===== src/rtl/cfg_chain_pkg.sv =====
// Shared definitions for the configuration-chain memory: load-protocol
// state encoding and the counter-width helper.
package cfg_chain_pkg;

    // Load-protocol states of the configuration chain.
    typedef enum logic [1:0] {
        CFG_IDLE  = 2'b00,
        CFG_SHIFT = 2'b01,
        CFG_ARMED = 2'b10,
        CFG_OVER  = 2'b11
    } cfg_state_e;

    // Ceiling log2; used to size the shift counter so it can hold WIDTH.
    function automatic int clog2(input int value);
        int res;
        res = 0;
        for (int i = 0; i < 32; i++) begin
            if ((64'd1 << i) < 64'(value)) begin
                res = i + 1;
            end else begin
                res = res;
            end
        end
        return res;
    endfunction

endpackage


===== src/rtl/cfg_shift_chain.sv =====
// Serial shadow chain: bit 0 takes the serial input, every other bit takes
// its lower neighbour. The tail is the last flop of the chain itself, so the
// head-to-tail latency is exactly WIDTH accepted shifts.
module cfg_shift_chain #(
    parameter int               WIDTH     = 6,
    parameter logic [WIDTH-1:0] RESET_VAL = '0
) (
    input  logic             prog_clk,
    input  logic             prog_reset_n,
    input  logic             shift_en,
    input  logic             din,
    output logic [WIDTH-1:0] q,
    output logic             dout
);

    logic [WIDTH-1:0] sr_r;

    generate
        if (WIDTH == 1) begin : g_single
            // Single-bit chain: the only flop loads the serial input on a shift.
            always_ff @(posedge prog_clk or negedge prog_reset_n) begin
                if (!prog_reset_n) begin
                    sr_r <= RESET_VAL;
                end else if (shift_en) begin
                    sr_r[0] <= din;
                end else begin
                    sr_r <= sr_r;
                end
            end
        end else begin : g_multi
            // Multi-bit chain: move every bit one position toward the tail.
            always_ff @(posedge prog_clk or negedge prog_reset_n) begin
                if (!prog_reset_n) begin
                    sr_r <= RESET_VAL;
                end else if (shift_en) begin
                    sr_r <= {sr_r[WIDTH-2:0], din};
                end else begin
                    sr_r <= sr_r;
                end
            end
        end
    endgenerate

    assign q    = sr_r;
    assign dout = sr_r[WIDTH-1];

endmodule


===== src/rtl/mux_cfg_chain_mem.sv =====
// Configuration memory with a serial shadow chain and a separately committed
// active register. The active bits only change on an accepted commit, so the
// fabric keeps its current configuration while a new one is shifted in.
module mux_cfg_chain_mem
    import cfg_chain_pkg::*;
#(
    parameter int               WIDTH     = 6,
    parameter logic [WIDTH-1:0] RESET_VAL = '0
) (
    input  logic             prog_clk,
    input  logic             prog_reset_n,
    input  logic             ccff_head,
    input  logic             shift_en,
    input  logic             commit,
    input  logic             clear,
    output logic             ccff_tail,
    output logic [WIDTH-1:0] mem_out,
    output logic [WIDTH-1:0] mem_outb,
    output logic             chain_full,
    output logic             cfg_valid,
    output logic             err
);

    localparam int               CNT_W    = clog2(WIDTH + 1);
    localparam logic [CNT_W-1:0] FULL_CNT = CNT_W'(WIDTH);
    localparam logic [CNT_W-1:0] CNT_ONE  = CNT_W'(1);
    localparam logic [CNT_W-1:0] CNT_ZERO = CNT_W'(0);

    cfg_state_e       state_r;
    logic [CNT_W-1:0] cnt_r;
    logic [WIDTH-1:0] mem_out_r;
    logic             chain_full_r;
    logic             cfg_valid_r;
    logic             err_r;
    logic [WIDTH-1:0] sr_s;
    logic             tail_s;
    logic             commit_ok_s;
    logic             err_set_s;

    cfg_shift_chain #(
        .WIDTH     (WIDTH),
        .RESET_VAL (RESET_VAL)
    ) u_chain (
        .prog_clk     (prog_clk),
        .prog_reset_n (prog_reset_n),
        .shift_en     (shift_en),
        .din          (ccff_head),
        .q            (sr_s),
        .dout         (tail_s)
    );

    // A commit is only honoured with a full chain and no simultaneous shift;
    // any other commit, or shifting past a full chain, is a protocol error.
    assign commit_ok_s = commit && !shift_en && (state_r == CFG_ARMED);
    assign err_set_s   = (commit && !commit_ok_s) || (shift_en && (state_r == CFG_ARMED));

    // Load-protocol FSM, shift counter, sticky error and active register.
    always_ff @(posedge prog_clk or negedge prog_reset_n) begin
        if (!prog_reset_n) begin
            state_r      <= CFG_IDLE;
            cnt_r        <= CNT_ZERO;
            mem_out_r    <= RESET_VAL;
            chain_full_r <= 1'b0;
            cfg_valid_r  <= 1'b0;
            err_r        <= 1'b0;
        end else if (clear) begin
            // Abort the load; the active configuration is deliberately kept.
            state_r      <= CFG_IDLE;
            cnt_r        <= CNT_ZERO;
            chain_full_r <= 1'b0;
            err_r        <= 1'b0;
        end else begin
            if (err_set_s) begin
                err_r <= 1'b1;
            end else begin
                err_r <= err_r;
            end
            case (state_r)
                CFG_IDLE: begin
                    if (shift_en) begin
                        cnt_r <= CNT_ONE;
                        if (WIDTH == 1) begin
                            state_r      <= CFG_ARMED;
                            chain_full_r <= 1'b1;
                        end else begin
                            state_r      <= CFG_SHIFT;
                            chain_full_r <= 1'b0;
                        end
                    end else begin
                        state_r      <= CFG_IDLE;
                        chain_full_r <= 1'b0;
                    end
                end
                CFG_SHIFT: begin
                    if (shift_en) begin
                        cnt_r <= cnt_r + CNT_ONE;
                        if (cnt_r == (FULL_CNT - CNT_ONE)) begin
                            state_r      <= CFG_ARMED;
                            chain_full_r <= 1'b1;
                        end else begin
                            state_r      <= CFG_SHIFT;
                            chain_full_r <= 1'b0;
                        end
                    end else begin
                        state_r      <= CFG_SHIFT;
                        chain_full_r <= 1'b0;
                    end
                end
                CFG_ARMED: begin
                    if (shift_en) begin
                        // Counter saturates at WIDTH; OVER itself records the excess.
                        state_r      <= CFG_OVER;
                        chain_full_r <= 1'b0;
                    end else if (commit_ok_s) begin
                        state_r      <= CFG_IDLE;
                        cnt_r        <= CNT_ZERO;
                        chain_full_r <= 1'b0;
                        mem_out_r    <= sr_s;
                        cfg_valid_r  <= 1'b1;
                    end else begin
                        state_r      <= CFG_ARMED;
                        chain_full_r <= 1'b1;
                    end
                end
                CFG_OVER: begin
                    state_r      <= CFG_OVER;
                    chain_full_r <= 1'b0;
                end
                default: begin
                    state_r      <= CFG_IDLE;
                    cnt_r        <= CNT_ZERO;
                    chain_full_r <= 1'b0;
                end
            endcase
        end
    end

    assign ccff_tail  = tail_s;
    assign mem_out    = mem_out_r;
    assign mem_outb   = ~mem_out_r;
    assign chain_full = chain_full_r;
    assign cfg_valid  = cfg_valid_r;
    assign err        = err_r;

endmodule


===== config.mk =====
export PLATFORM = sky130hd
export DESIGN_NAME = mux_cfg_chain_mem
export DESIGN_NICKNAME = d
export VERILOG_FILES = /design/src/rtl/cfg_chain_pkg.sv /design/src/rtl/cfg_shift_chain.sv /design/src/rtl/mux_cfg_chain_mem.sv
export SDC_FILE = /design/constraint.sdc
export NUM_CORES = 1
export LEC_CHECK = 0
export CAP_MARGIN = 20
export CORE_ASPECT_RATIO = 0.9
export CORE_MARGIN = 5
export CORE_UTILIZATION = 48
export DETAILED_ROUTE_END_ITERATION = 10
export GPL_TIMING_DRIVEN = 0
export PLACE_DENSITY_LB_ADDON = 0.12
export SYNTH_ARGS = -nofsm -noshare
export SYNTH_HDL_FRONTEND = slang
export SYNTH_SLANG_ARGS = --single-unit

===== constraint.sdc =====
create_clock -name prog_clk -period 2.1 [get_ports prog_clk]
set_input_delay 0.315 -clock prog_clk [delete_from_list [all_inputs] [get_ports prog_clk]]
set_output_delay 0.315 -clock prog_clk [all_outputs]
set_load 0.01 [all_outputs]

==> out/results.ini, run 1 <==
[run_status]
outcome = finished clean

[sta]
clock_skew_ns = 0.00269
clock.fmax_mhz = 564
drv_slew = 0
finalCritPeriodShare_pct = 84.4
rsz0062_at_grt = false
fin_crit_ns = 1.77
finalHoldViolations = 0
setup_tns_ns = 0
setup_viol = 0
tightest_slew_ns = 0.883
maxSlewHeadroom_pct = 41.0

[job]
maxCapViolations = 0

[place]
hpwl_mm = 1.28
placed_cell_area_um2 = 1210
gp_congestion = 0.764
portBuffers = 20

[cells_and_area]
final_util_pct = 63.7
area_delta_synth_final_pct = 26.0
fillers = 161
final_nets = 127
design_area_um2 = 1230
final_layout_size_suffix_gt1_share_pct = 13.3
antenna_cells = 0

[worst_setup_path]
reg2reg_from = state_r[1]
crit_type = flip-flop to flip-flop
endpoint_kind = flip-flop
crit_arrival_ns = 1.96
crit_required_ns = 2.29
start_kind = flip-flop
r2r_end = cnt_r[2]
worstPathMaxFanout = 7
reg2reg_depth = 6
reg2reg_setup_slack_ns = 0.33

[yosys]
synth_top_area_share_pct = 51.2
synth.yosys.warnings = 0
synth_top_cells_by_area = dfrtp_1 (51%), ha_1 (7.7%), mux2_2 (6.9%)
syn_area_um2 = 977
yosysTopAreaCell = dfrtp_1
synthArstFlopShare_pct = 100
synthesis.nets = 102
netlist_instances = 90
avgSynthCellArea_um2 = 10.9
synth_edf_count = 0
yosysUniqueCellTypes = 28
synthTopCellsByCount = dfrtp_1 (20), inv_1 (9), nand2_1 (8)
synth_seq_cells = 20
yosysSeqAreaShare_pct = 51.2
synth_ff_type = dfrtp_1
synth_most_common_cell = dfrtp_1

[grt]
antenna_found_initial = 0
grt_first_pass_wirelength_mm = 3.02
grt_max_degree = 21
grt-ovfl-total = 0
grt_pass1_vias = 661
grt_usage_pct = 13.4

[clock_tree]
cts_resized = 0
htreeDepth = 1
clk_pin_slew_ns = 0.10
clock-sinks = 20
hold_buffers = 0
cts_root_buf = clkbuf_4
cts_inserted_buffers = 3
clkLatencyLatePin_ns = 0.30
cts_tree = yes
clk_path_buf_depth = 2
postCtsSetupRepairBufs = 0

[pwr]
p_per_area_nw_per_um2 = 576
leakagePower_nw = 0.538
ir_drop_uv = 412
total_power_mw = 0.710

[detailed_routing]
ant_nets = 0
route.met3.wl_um = 121
dr_wl_met2_um = 707
vias = 690
wl_per_cell_um = 12.2
drt-total-wl_mm = 1.69
wl_met1_um = 828
drtIter0Drc = 11
dr.pass1.iters = 4
avgViaCountPerCell = 5.00
drc = 0
top_layer = met4

[hold_path]
holdCritStartpoint = clear
hold_end = err
hold_path_class = primary input to flip-flop
whs_path_depth = 2

[floorplan]
dieHeight_um = 52.8
num_io_pins = 22
die_w_um = 57.6
placementRows = 15
initial_core_util_pct = 50.6
dieArea_um2 = 3040
core_area_um2 = 1930

==> stage by stage <==
stage	worst slack, ns	hold slack, ns	cells
final	0.328	0.395	138
after global routing	0.202	0.392	138
after CTS	0.319	0.384	138
after detailed placement	0.325	0.453	135
after global placement	0.328	0.447	135
after floorplan	0.469	0.0194	90
==> cell usage in the layout, fill, tap and decap left out <==
master / netlist / final
nor2_1: 2 / 2
buf_2: 2 / 2
nand3_1: 2 / 2
nor3b_1: 1 / 1
nor4b_1: 1 / 1
clkdlybuf4s50_1: 0 / 20
a21oi_1: 5 / 5
o21a_1: 1 / 1
o21ai_1: 7 / 7
ha_1: 6 / 6
clkbuf_1: 1 / 1
inv_1: 9 / 9
or3_1: 1 / 1
a211oi_1: 1 / 1
nor3_1: 1 / 1
nand2_1: 8 / 8
nand3b_1: 1 / 1
nor3b_2: 2 / 2
a221oi_4: 1 / 1
dfrtp_1: 20 / 20
nor2b_1: 3 / 3
mux2_2: 6 / 6
nand4_1: 1 / 1
o21ai_0: 1 / 1
or2_1: 2 / 2
clkbuf_4: 0 / 3
nand2b_1: 2 / 2
o31ai_1: 1 / 1
a211o_1: 1 / 1
or2_2: 1 / 1
==> final cells by class <==
cell class	instances	area, um2	share of cell area, %
Inverter	9	33.8	2.74
Sequential cell	20	500	40.7
Timing Repair Buffer	20	200	16.3
Buffer	3	13.8	1.12
Clock buffer	3	22.5	1.83
Tap cell	25	31.3	2.54
Multi-Input combinational cell	58	429	34.9
==> critical path: stages (launching register included) <==
cell and delay, ns:
dfrtp_1 0.39, inv_1 0.08, ha_1 0.27, or2_1 0.30, a221oi_4 0.31, nor4b_1 0.09
a211o_1 0.23
==> routing by layer <==
metal / GRT usage [%] / vias up
met2: 21.2 / 20
met5: 0 / -
met1: 16.1 / 315
met4: 5.79 / 0
li1: - / 350
met3: 5.42 / 5
==> power breakdown <==
part	total, mW	switching [mW]	internal (mW)	leakage, nW
registers	0.437	0.0220	0.415	0.231
logic	0.0978	0.0427	0.0551	0.293
clock network	0.175	0.108	0.0668	0.0138
==> flip-flops by register name (all words and copies together) (netlist names) <==
register	flops
state_r	2
cnt_r	3
chain_full	1
u_chain.q	6
cfg_valid	1
err	1
mem_out	6
==> logic make-up after synthesis <==
logic type,share of synthesized area (%)
AO/OA/AOI/OAI,12.5
flip-flops,51.2
buffers and inverters,4.86
adder cells (fa/ha/maj),7.68
multiplexers,6.91
AND/OR/NAND/NOR,16.8
==> how the worst max path moves through the flow <==
stage / from / to / slack (ns) / cells after the start
detailed placement: commit / cnt_r[2] / 0.33 / 5
global placement: commit / cnt_r[2] / 0.33 / 5
CTS: state_r[1] / cnt_r[2] / 0.32 / 6
finish: state_r[1] / cnt_r[2] / 0.33 / 6
floorplan: state_r[0] / cnt_r[2] / 0.47 / 5
global route: state_r[0] / mem_out[3] / 0.20 / 7
Note: power is estimated with default switching activity, not from simulation.
==> inputs of run 2 (changes only) <==
- clock period: 2.1 -> 1.8 ns (I/O delays scaled with it)
==> run 2 against run 1 <==
Clock skew about the same. Sequential power up 17%. Critical path depth unchanged. Register-to-register slack worse by 0.22 ns. Final area increased by 1.2%. Sequential share of layout area decreased by 0.49 points. Sequential cell count unchanged. Wire length up 1.1%. Maximum frequency grew 4.5%. Hold slack got worse by 0.051 ns. Clock power increased by 17%. Clock-buffer cell count did not move. Critical path type unchanged. Largest cell class unchanged. Highest routed layer unchanged.
==> out/results.ini, run 2 (synthesis gave the netlist of run 1 again) <==
[run_status]
outcome = finished clean  ; unchanged

[hold_path]
hold_path_class = primary input to flip-flop  ; unchanged

[grt]
grt_max_degree = 21  ; unchanged
grt-ovfl-total = 0  ; unchanged
grt_first_pass_wirelength_mm = 3.02  ; unchanged
grt_pass1_vias = 661  ; unchanged
grt_usage_pct = 13.4  ; unchanged
antenna_found_initial = 0  ; unchanged

[pwr]
p_sw_mw = 0.204  ; was 0.173 mW
p_per_area_nw_per_um2 = 668  ; was 576 nW/um2
pwr-share-clk_pct = 24.6  ; was 24.7%
ir_drop_uv = 488  ; was 412 uV
switching_share_pct = 24.5  ; was 24.4%
leakagePower_nw = 0.539  ; was 0.538 nW
combPwrFrac_pct = 14.0  ; was 13.8%
seq_power_share_pct = 61.3  ; was 61.6%
power.internal_mw = 0.628  ; was 0.537 mW

[worst_setup_path]
crit_type = flip-flop to flip-flop  ; unchanged
crit_path_cell_trace = inv_1 > ha_1 > or2_1 > a221oi_4 > nor4b_1 > a211o_1  ; unchanged
cp.buffers_inverters = 1  ; unchanged
crit_slowest_cell = dfrtp_1  ; unchanged
max_stage_delay_ns = 0.40  ; was 0.39 ns
worstPathMaxFanout = 5  ; was 7
start_kind = flip-flop  ; unchanged
crit_required_ns = 1.99  ; was 2.29 ns
reg2reg_setup_slack_ns = 0.10  ; was 0.33 ns
crit_arrival_ns = 1.89  ; was 1.96 ns
endpoint_kind = flip-flop  ; unchanged
cpLargestDelayFamily = compound AO/OA/AOI/OAI gates  ; unchanged

[clock_tree]
hold_buffers = 0  ; unchanged
cts_root_buf = clkbuf_4  ; unchanged
clock-sinks = 20  ; unchanged
clk_path_buf_depth = 2  ; unchanged
clk_pin_slew_ns = 0.10  ; about the same
htreeDepth = 1  ; unchanged
cts_inserted_buffers = 3  ; unchanged
cts_tree = yes  ; unchanged
clkLatencyLatePin_ns = 0.30  ; about the same

[sta]
setup_tns_ns = 0  ; unchanged
clock.fmax_mhz = 590  ; was 564 MHz
whs_ns = 0.344  ; was 0.395 ns
finalHoldViolations = 0  ; unchanged
finalCritPeriodShare_pct = 94.2  ; was 84.4%
tightest_slew_ns = 0.871  ; was 0.883 ns
maxSlewHeadroom_pct = 41.7  ; was 41.0%
rsz0062_at_grt = false  ; unchanged
fin_crit_ns = 1.70  ; was 1.77 ns
drv_slew = 0  ; unchanged
setup_viol = 0  ; unchanged
clock_skew_ns = 0.00242  ; was 0.00269 ns

[detailed_routing]
drtIter0Drc = 12  ; was 11
wl_met1_um = 817  ; was 828 um
wl_per_cell_um = 12.3  ; was 12.2 um
route.met3.wl_um = 123  ; was 121 um
top_layer = met4  ; unchanged
dr_wl_met2_um = 734  ; was 707 um
ant_nets = 0  ; unchanged
avgViaCountPerCell = 5.09  ; was 5.00
drc = 0  ; unchanged
vias = 708  ; was 690
drt-total-wl_mm = 1.71  ; was 1.69 mm
dr.pass1.iters = 4  ; unchanged

[floorplan]
dieArea_um2 = 3040  ; unchanged
die_w_um = 57.6  ; unchanged
placementRows = 15  ; unchanged
core_area_um2 = 1930  ; unchanged
initial_core_util_pct = 50.6  ; unchanged
num_io_pins = 22  ; unchanged
dieHeight_um = 52.8  ; unchanged

[cells_and_area]
final_layout_size_suffix_gt1_share_pct = 15.8  ; was 13.3%
antenna_cells = 0  ; unchanged
seqCellArea_um2 = 500  ; unchanged
final_util_pct = 64.5  ; was 63.7%
multi_input_comb_area_um2 = 434  ; was 429 um2
final_nets = 128  ; was 127
area_delta_synth_final_pct = 27.5  ; was 26.0%
fillers = 159  ; was 161
final_cell_mix = dfrtp_1 (20), clkdlybuf4s50_1 (20), inv_1 (9)  ; unchanged

[place]
gp_congestion = 0.764  ; unchanged
hpwl_mm = 1.28  ; unchanged
portBuffers = 20  ; unchanged

[job]
maxCapViolations = 0  ; unchanged

[run 2: worst reg2reg max path: cells and delay by family, from the launching register on]
| kind | cells | cell delay [ns] |
|---|---|---|
| flip-flops | 1 | 0.40 |
| AND/OR/NAND/NOR | 2 | 0.36 |
| buffers and inverters | 1 | 0.08 |
| adder cells (fa/ha/maj) | 1 | 0.24 |
| AO/OA/AOI/OAI | 2 | 0.51 |
[run 2: final cells by class]
type | instances | area share, %
Timing Repair Buffer | 21 | 16.7
Multi-Input combinational cell | 58 | 34.8
Inverter | 9 | 2.71
Clock buffer | 3 | 1.81
Buffer | 3 | 1.31
Tap cell | 25 | 2.51
Sequential cell | 20 | 40.2
[run 2: power by group through the flow]
| stage | registers (mW) | logic [mW] | clock network [mW] |
|---|---|---|---|
| floorplan | 0.517 | 0.0646 | 0 |
| global route | 0.516 | 0.131 | 0.242 |
| global placement | 0.517 | 0.113 | 0 |
| CTS | 0.511 | 0.117 | 0.217 |
| detailed placement | 0.520 | 0.116 | 0 |
| finish | 0.510 | 0.117 | 0.205 |
[run 2: through the flow]
step / cells / instance area, um2 / total power [mW] / setup WS, ns
detailed placement: 135 / 1210 / 0.636 / 0.0476
CTS: 138 / 1230 / 0.844 / 0.0188
floorplan: 90 / 977 / 0.581 / 0.169
global placement: 135 / 1210 / 0.630 / 0.0620
global route: 139 / 1250 / 0.889 / 0.00385
finish: 139 / 1250 / 0.832 / 0.104
[run 2: per-layer routing]
layer / global-route usage, % / vias up
li1: - / 350
met1: 16.1 / 333
met2: 21.2 / 20
met3: 5.42 / 5
met4: 5.79 / 0
met5: 0 / -
[run 2: repair_timing]
item	CTS	global route
gates resized for setup	0	3
endpoints found under the setup margin	0	7
setup buffers	0	1
[run 2: worst paths after layout]
| check | from | end | depth (start not counted) |
|---|---|---|---|
| min reg2reg | cfg_valid | cfg_valid | 1 |
| max | state_r[1] | cnt_r[2] | 6 |
| max reg2reg | state_r[1] | cnt_r[2] | 6 |
| max in group asynchronous | prog_reset_n | cnt_r[1] | 1 |
| min in group asynchronous | prog_reset_n | mem_out[5] | 1 |
| min | clear | err | 2 |
==> inputs of run 3 (changes only) <==
- SLEW_MARGIN: default -> 20
==> results of run 3 <==
The final DEF is identical to that of run 2; final timing and power are the same.
